<file path="src/rtl/y_seq_ctrl.sv">
// y_seq_ctrl: multi-cycle sequencer for the yIF/yID/yEX datapath.
// Optional macro Y_SEQ_CTRL_BRANCH_EN enables jal/beq next-PC selection.
module y_seq_ctrl #(
  parameter logic [31:0] ENTRY   = 32'h28,
  parameter int          MAX_INS = 11
) (
  input  logic        clk,
  input  logic        reset,
  input  logic        start,
  input  logic [31:0] ins,
  input  logic [31:0] PCp4,
  input  logic [31:0] branch,
  input  logic [31:0] jTarget,
  input  logic        zero,
  output logic [31:0] PC,
  output logic        fetch,
  output logic        RegWrite,
  output logic        ALUSrc,
  output logic [2:0]  op,
  output logic [15:0] ins_count,
  output logic        busy,
  output logic        done,
  output logic        illegal
);

  localparam logic [2:0] S_IDLE   = 3'd0;
  localparam logic [2:0] S_FETCH  = 3'd1;
  localparam logic [2:0] S_DECODE = 3'd2;
  localparam logic [2:0] S_EXEC   = 3'd3;
  localparam logic [2:0] S_WB     = 3'd4;
  localparam logic [2:0] S_HALT   = 3'd5;

  logic [2:0]  state;
  logic        wr_q;
  logic [15:0] cnt_nx;
  logic        halt_at;
  logic [31:0] pc_nx;

  logic       dec_ok;
  logic       dec_src;
  logic [2:0] dec_op;
  logic       dec_wr;
  logic       dec_uj;
  logic       dec_sb;

  logic unused_ins;
  assign unused_ins = ^{ins[31], ins[29:15], ins[11:7]};

  assign cnt_nx  = ins_count + 16'd1;
  assign halt_at = (MAX_INS != 0) && (cnt_nx == 16'(MAX_INS));

  // Opcode/funct decode into the control word latched in DECODE
  always_comb begin
    dec_ok  = 1'b1;
    dec_src = 1'b1;
    dec_op  = 3'b010;
    dec_wr  = 1'b0;
    dec_uj  = 1'b0;
    dec_sb  = 1'b0;
    case (ins[6:0])
      7'h33: begin
        dec_src = 1'b0;
        dec_wr  = 1'b1;
        case ({ins[30], ins[14:12]})
          4'b0000: dec_op = 3'b010;
          4'b1000: dec_op = 3'b110;
          4'b0111: dec_op = 3'b000;
          4'b0110: dec_op = 3'b001;
          4'b0010: dec_op = 3'b111;
          default: dec_ok = 1'b0;
        endcase
      end
      7'h03, 7'h13: dec_wr = 1'b1;
      7'h6F: begin
        dec_wr = 1'b1;
        dec_uj = 1'b1;
      end
      7'h23: dec_wr = 1'b0;
      7'h63: begin
        dec_src = 1'b0;
        dec_op  = 3'b110;
        dec_sb  = 1'b1;
      end
      default: dec_ok = 1'b0;
    endcase
  end

`ifdef Y_SEQ_CTRL_BRANCH_EN
  logic uj_q;
  logic sb_q;
  logic zero_q;

  // Remember the instruction class and the ALU zero flag for WB
  always_ff @(posedge clk or posedge reset) begin
    if (reset) begin
      uj_q   <= 1'b0;
      sb_q   <= 1'b0;
      zero_q <= 1'b0;
    end else begin
      if (state == S_DECODE) begin
        uj_q <= dec_uj;
        sb_q <= dec_sb;
      end
      if (state == S_EXEC)
        zero_q <= zero;
    end
  end

  // Next-PC select: jal target, taken branch, or fall through
  always_comb begin
    pc_nx = PCp4;
    if (uj_q)
      pc_nx = jTarget;
    else if (sb_q && zero_q)
      pc_nx = branch;
  end
`else
  logic unused_br;
  assign unused_br = ^{branch, jTarget, zero, dec_uj, dec_sb};

  // Straight-line sequencing only
  always_comb pc_nx = PCp4;
`endif

  // Main sequencer: state, PC, control word, counters
  always_ff @(posedge clk or posedge reset) begin
    if (reset) begin
      state     <= S_IDLE;
      PC        <= 32'h0;
      ALUSrc    <= 1'b0;
      op        <= 3'b010;
      wr_q      <= 1'b0;
      ins_count <= 16'h0;
      illegal   <= 1'b0;
    end else begin
      case (state)
        S_IDLE: begin
          if (start) begin
            PC    <= ENTRY;
            state <= S_FETCH;
          end
        end
        S_FETCH: state <= S_DECODE;
        S_DECODE: begin
          if (dec_ok) begin
            ALUSrc <= dec_src;
            op     <= dec_op;
            wr_q   <= dec_wr;
            state  <= S_EXEC;
          end else begin
            illegal <= 1'b1;
            wr_q    <= 1'b0;
            state   <= S_HALT;
          end
        end
        S_EXEC: state <= S_WB;
        S_WB: begin
          PC        <= pc_nx;
          ins_count <= cnt_nx;
          state     <= halt_at ? S_HALT : S_FETCH;
        end
        S_HALT: begin
          if (start) begin
            ins_count <= 16'h0;
            illegal   <= 1'b0;
            PC        <= ENTRY;
            state     <= S_FETCH;
          end
        end
        default: state <= S_IDLE;
      endcase
    end
  end

  // State-derived strobes; write enable is confined to WB
  always_comb begin
    fetch    = (state == S_FETCH);
    busy     = (state == S_FETCH) || (state == S_DECODE) ||
               (state == S_EXEC) || (state == S_WB);
    done     = (state == S_HALT);
    RegWrite = (state == S_WB) && wr_q;
  end

endmodule

</file>
<file path="config.mk">
export PLATFORM = sky130hd
export DESIGN_NAME = y_seq_ctrl
export DESIGN_NICKNAME = d
export VERILOG_FILES = /design/src/rtl/y_seq_ctrl.sv
export SDC_FILE = /design/constraint.sdc
export NUM_CORES = 1
export LEC_CHECK = 0
export ABC_AREA = 1
export CAP_MARGIN = 30
export CORE_MARGIN = 8
export CORE_UTILIZATION = 38
export CTS_CLUSTER_DIAMETER = 100
export DETAILED_ROUTE_END_ITERATION = 16
export PLACE_DENSITY = 0.86
export RECOVER_POWER = 25
export SLEW_MARGIN = 30
export SYNTH_ARGS = -nofsm -noshare
export SYNTH_HDL_FRONTEND = slang
export SYNTH_SLANG_ARGS = --single-unit
</file>
<file path="constraint.sdc">
create_clock -name clk -period 2.65 [get_ports clk]
set_clock_uncertainty 0.05 [all_clocks]
set_input_delay 0.265 -clock clk [delete_from_list [all_inputs] [get_ports clk]]
set_output_delay 0.265 -clock clk [all_outputs]
set_load 0.1 [all_outputs]
</file>
==> flow_metrics.py, run 1 <==
metrics = {
    "run_status": {
        "status": "finished clean",
    },
    "critical_path": {
        "critPathCapture": "RegWrite",
        "crit_top_cell": "sky130_fd_sc_hd__inv_1",
        "critical_path_depth": 7,
        "timing.setup.critical_path_class": "flop to primary output",
        "worst-path-max-fanout": 18,
        "worst-endpoint-required_ns": 2.34,
        "cp-end-kind": "primary output",
        "reg2regPathDepth": 10,
        "critical_path.reg2reg.endpoint": "state[2]",
        "count_of_buffering_cells_on_the_critical_path_with_inverters_included": 4,
        "worst_path_largest_cell_delay_ns": 0.41,
        "crit_arrival_ns": 2.01,
        "timing.critical_path.max_delay_family": "buffers and inverters",
        "cp-startpoint": "state[1]",
        "cell_chain_critical_path": "inv_1, nand2_1, nor2_4, buf_4, inv_1, nor2_1, buf_12",
        "worst-r2r-setup-slack_ns": 0.84,
        "critical_path.startpoint_type": "flop",
        "worst_path_max_delay_cell": "sky130_fd_sc_hd__dfrtp_1",
        "r2r_start": "ins_count[0]",
    },
    "synth": {
        "yosysWarnings": 0,
        "yosys.area.top_type_share_pct": 50.7,
        "synth.net_count": 446,
        "post_synth_main_area_contributors": "sky130_fd_sc_hd__dfrtp_1, sky130_fd_sc_hd__a22o_2, sky130_fd_sc_hd__nand2_1",
        "synth_enable_flop_cells": 0,
        "postSynthAreaPerCell_um2": 8.86,
        "ys_ff_latch": 57,
        "dominantRegCellSynth": "sky130_fd_sc_hd__dfrtp_1",
        "synth_seq_area_share_pct": 51.6,
        "yosysUniqueCellTypes": 28,
        "asyncSetResetFlopFracSynth_pct": 100,
        "syn-cell-area_um2": 2770,
        "post_synth_inst_count": 312,
        "synth_top_cell_by_area": "sky130_fd_sc_hd__dfrtp_1",
    },
    "worst_hold_path": {
        "hold_path_depth": 2,
        "hold_path_origin": "op[1]",
        "min_path_type": "flop to flop",
    },
    "clocking": {
        "cts.reportedPaths.clkPinSlew_ns": 0.07,
        "root_buffer_master": "sky130_fd_sc_hd__clkbuf_8",
        "number_of_clock_sinks": 57,
        "tritoncts": "yes",
        "clock_path_buffers": 2,
        "worst_skew_pair.late_latency_ns": 0.33,
        "cts_inserted_buffers": 9,
        "postCtsHoldBufs": 0,
        "cts_setup_buffers": 0,
        "ctsResizeCount": 0,
        "cts.htree.levels": 3,
    },
    "global_route": {
        "grt_antenna_before_repair": 0,
        "grtUsageTotal_pct": 15.5,
        "grt_pass1_wl_mm": 12.5,
        "grt_util_met1_pct": 17.7,
        "globalRouteOverflowTotal": 0,
        "gr-usage-met2_pct": 26.1,
        "pin_count_of_the_biggest_net_entering_global_routing": 58,
        "grt_pass1_vias": 2656,
        "grt-busiest-layer": "met2",
        "grt_use_met3_pct": 5.70,
    },
    "finish": {
        "antenna_cells_inserted": 0,
        "final_layout_size_suffix_gt1_share_pct": 27.3,
        "final_core_utilization_pct": 55.3,
        "signed_area_change_from_the_synthesized_netlist_to_the_final_layout_pct": 42.6,
        "n_fill_cell": 672,
        "design.final.nets": 554,
    },
    "floorplanning": {
        "full_die_area_um2": 10300,
        "initial_core_util_pct": 38.7,
        "chipWidth_um": 101,
        "fp.coreArea_um2": 7140,
        "fp-row-count": 31,
        "num_io_pins": 189,
        "die_h_um": 101,
    },
    "job": {
        "timing.max_cap.violations": 0,
    },
    "route": {
        "vias": 2530,
        "initialDrtViolationCount": 95,
        "detail-route-antenna-nets": 0,
        "first_pass_detailed_route_iteration_total": 4,
        "final_routed_drc_violation_total": 0,
        "wire_per_inst_um": 14.7,
        "total_wire_length_after_detailed_routing_mm": 7.72,
        "via_per_inst": 4.83,
    },
    "sta": {
        "grt_setup_unrepaired": "false",
        "slew_headroom_pct": 7.27,
        "setup_total_negative_slack_ns": 0,
        "fin_crit_ns": 2.33,
        "achievable-frequency_mhz": 430,
        "layout_worst_path_cycle_share_pct": 87.8,
        "final_hold_viols": 0,
        "final-max-slew-violation-count": 0,
        "worstMarginPinSlew_ns": 1.39,
        "final-setup-viol-count": 0,
    },
    "pwr": {
        "worst_ir_drop_vdd_uv": 1050,
        "power_leakage_nw": 1.90,
        "p_per_area_nw_per_um2": 1490,
    },
    "placed_design": {
        "dp_hpwl_mm": 5.74,
        "gp_congestion": 0.869,
        "buffers_on_ports": 102,
    },
}
where the power goes:
group          switching [mW]  leakage [nW]  internal, mW
sequential              0.255         0.751          1.17
combinational            2.82          1.06         0.826
clock                   0.359        0.0953         0.457
total                    3.44          1.90          2.45
synthesized netlist by cell type, types with 4 or more instances:
master	instances
sky130_fd_sc_hd__nand3_1	20
sky130_fd_sc_hd__o21ai_1	8
sky130_fd_sc_hd__o22ai_1	6
sky130_fd_sc_hd__inv_1	31
sky130_fd_sc_hd__nand2_1	77
sky130_fd_sc_hd__dfrtp_1	56
sky130_fd_sc_hd__nor2_1	35
sky130_fd_sc_hd__a22o_2	30
sky130_fd_sc_hd__buf_6	4
sky130_fd_sc_hd__nand4_1	5
sky130_fd_sc_hd__o21ai_0	14
registers in the layout (all words and copies together) (netlist names):
name and count:
PC 32, state 3, illegal 1, ALUSrc 1
op 3, ins_count 16, wr_q 1
metrics by stage:
step                cell area (um2)  total power [mW]  cells  worst slack [ns]  hold WS, ns
floorplan                      2770              4.30    312             0.103        0.359
global placement               3760              5.05    508             0.681        0.409
detailed placement             3760              5.11    508             0.673        0.421
CTS                            3960              5.94    524             0.299        0.257
global route                   3940              6.15    524             0.176        0.455
finish                         3940              5.89    524             0.323        0.426
worst min-delay path by stage:
stage | endpoint | slack [ns]
floorplan | PC[21] | 0.36
global placement | op[1] | 0.41
detailed placement | op[1] | 0.42
CTS | PC[9] | 0.26
global route | op[1] | 0.46
finish | op[1] | 0.43
cell type report:
cell class	instances	area [um2]	area share [%]
tap	99	124	3.14
clock buffer	11	141	3.59
sequential	57	1430	36.2
clock inverter	5	55.1	1.40
inverter	34	128	3.24
multi-input combinational	212	1140	28.8
timing repair buffer	106	931	23.6
worst register-to-register path: stages, from the launching register on:
cell	delay [ns]
sky130_fd_sc_hd__dfrtp_1	0.44
sky130_fd_sc_hd__ha_1	0.22
sky130_fd_sc_hd__nand2_1	0.09
sky130_fd_sc_hd__nor2_2	0.24
sky130_fd_sc_hd__nand2_1	0.11
sky130_fd_sc_hd__o21ai_0	0.19
sky130_fd_sc_hd__nand2_1	0.10
sky130_fd_sc_hd__nand2_1	0.07
sky130_fd_sc_hd__nor2_1	0.05
sky130_fd_sc_hd__nand3_1	0.08
sky130_fd_sc_hd__nand3_1	0.07
cells by family (layout without fill, tap and decap cells):
group,after synthesis,in the layout,synth area share [%]
AND/OR/NAND/NOR,146,146,22.2
AO/OA/AOI/OAI,64,64,18.0
flip-flops,57,57,51.6
buffers and inverters,43,156,7.24
adder cells (fa/ha/maj),2,2,0.905
per-layer routing:
layer  share of wire, %  wire length (um)  up-vias
met5                  0                 0        -
met4                1.2                90        0
met3                7.0               538        9
met2                 50              3850       72
met1                 42              3240     1187
li1                   -                 -     1262
cells in the final DEF, fill, tap and decap left out, types with 5 or more instances in the layout:
cell                              count
sky130_fd_sc_hd__inv_1               30
sky130_fd_sc_hd__dfrtp_1             56
sky130_fd_sc_hd__nand3_1             20
sky130_fd_sc_hd__clkdlybuf4s50_1     44
sky130_fd_sc_hd__nand4_1              5
sky130_fd_sc_hd__a22o_2              30
sky130_fd_sc_hd__nand2_1             77
sky130_fd_sc_hd__o21ai_0             14
sky130_fd_sc_hd__o22ai_1              6
sky130_fd_sc_hd__clkbuf_8            10
sky130_fd_sc_hd__o21ai_1              8
sky130_fd_sc_hd__buf_4               58
sky130_fd_sc_hd__nor2_1              35
(Power assumes the default switching activity.)
==> run 2, diff against run 1 <==
- CTS_CLUSTER_SIZE: unset -> 16
==> results of run 2 <==
No change in the layout: final DEF, timing and power equal those of run 1.
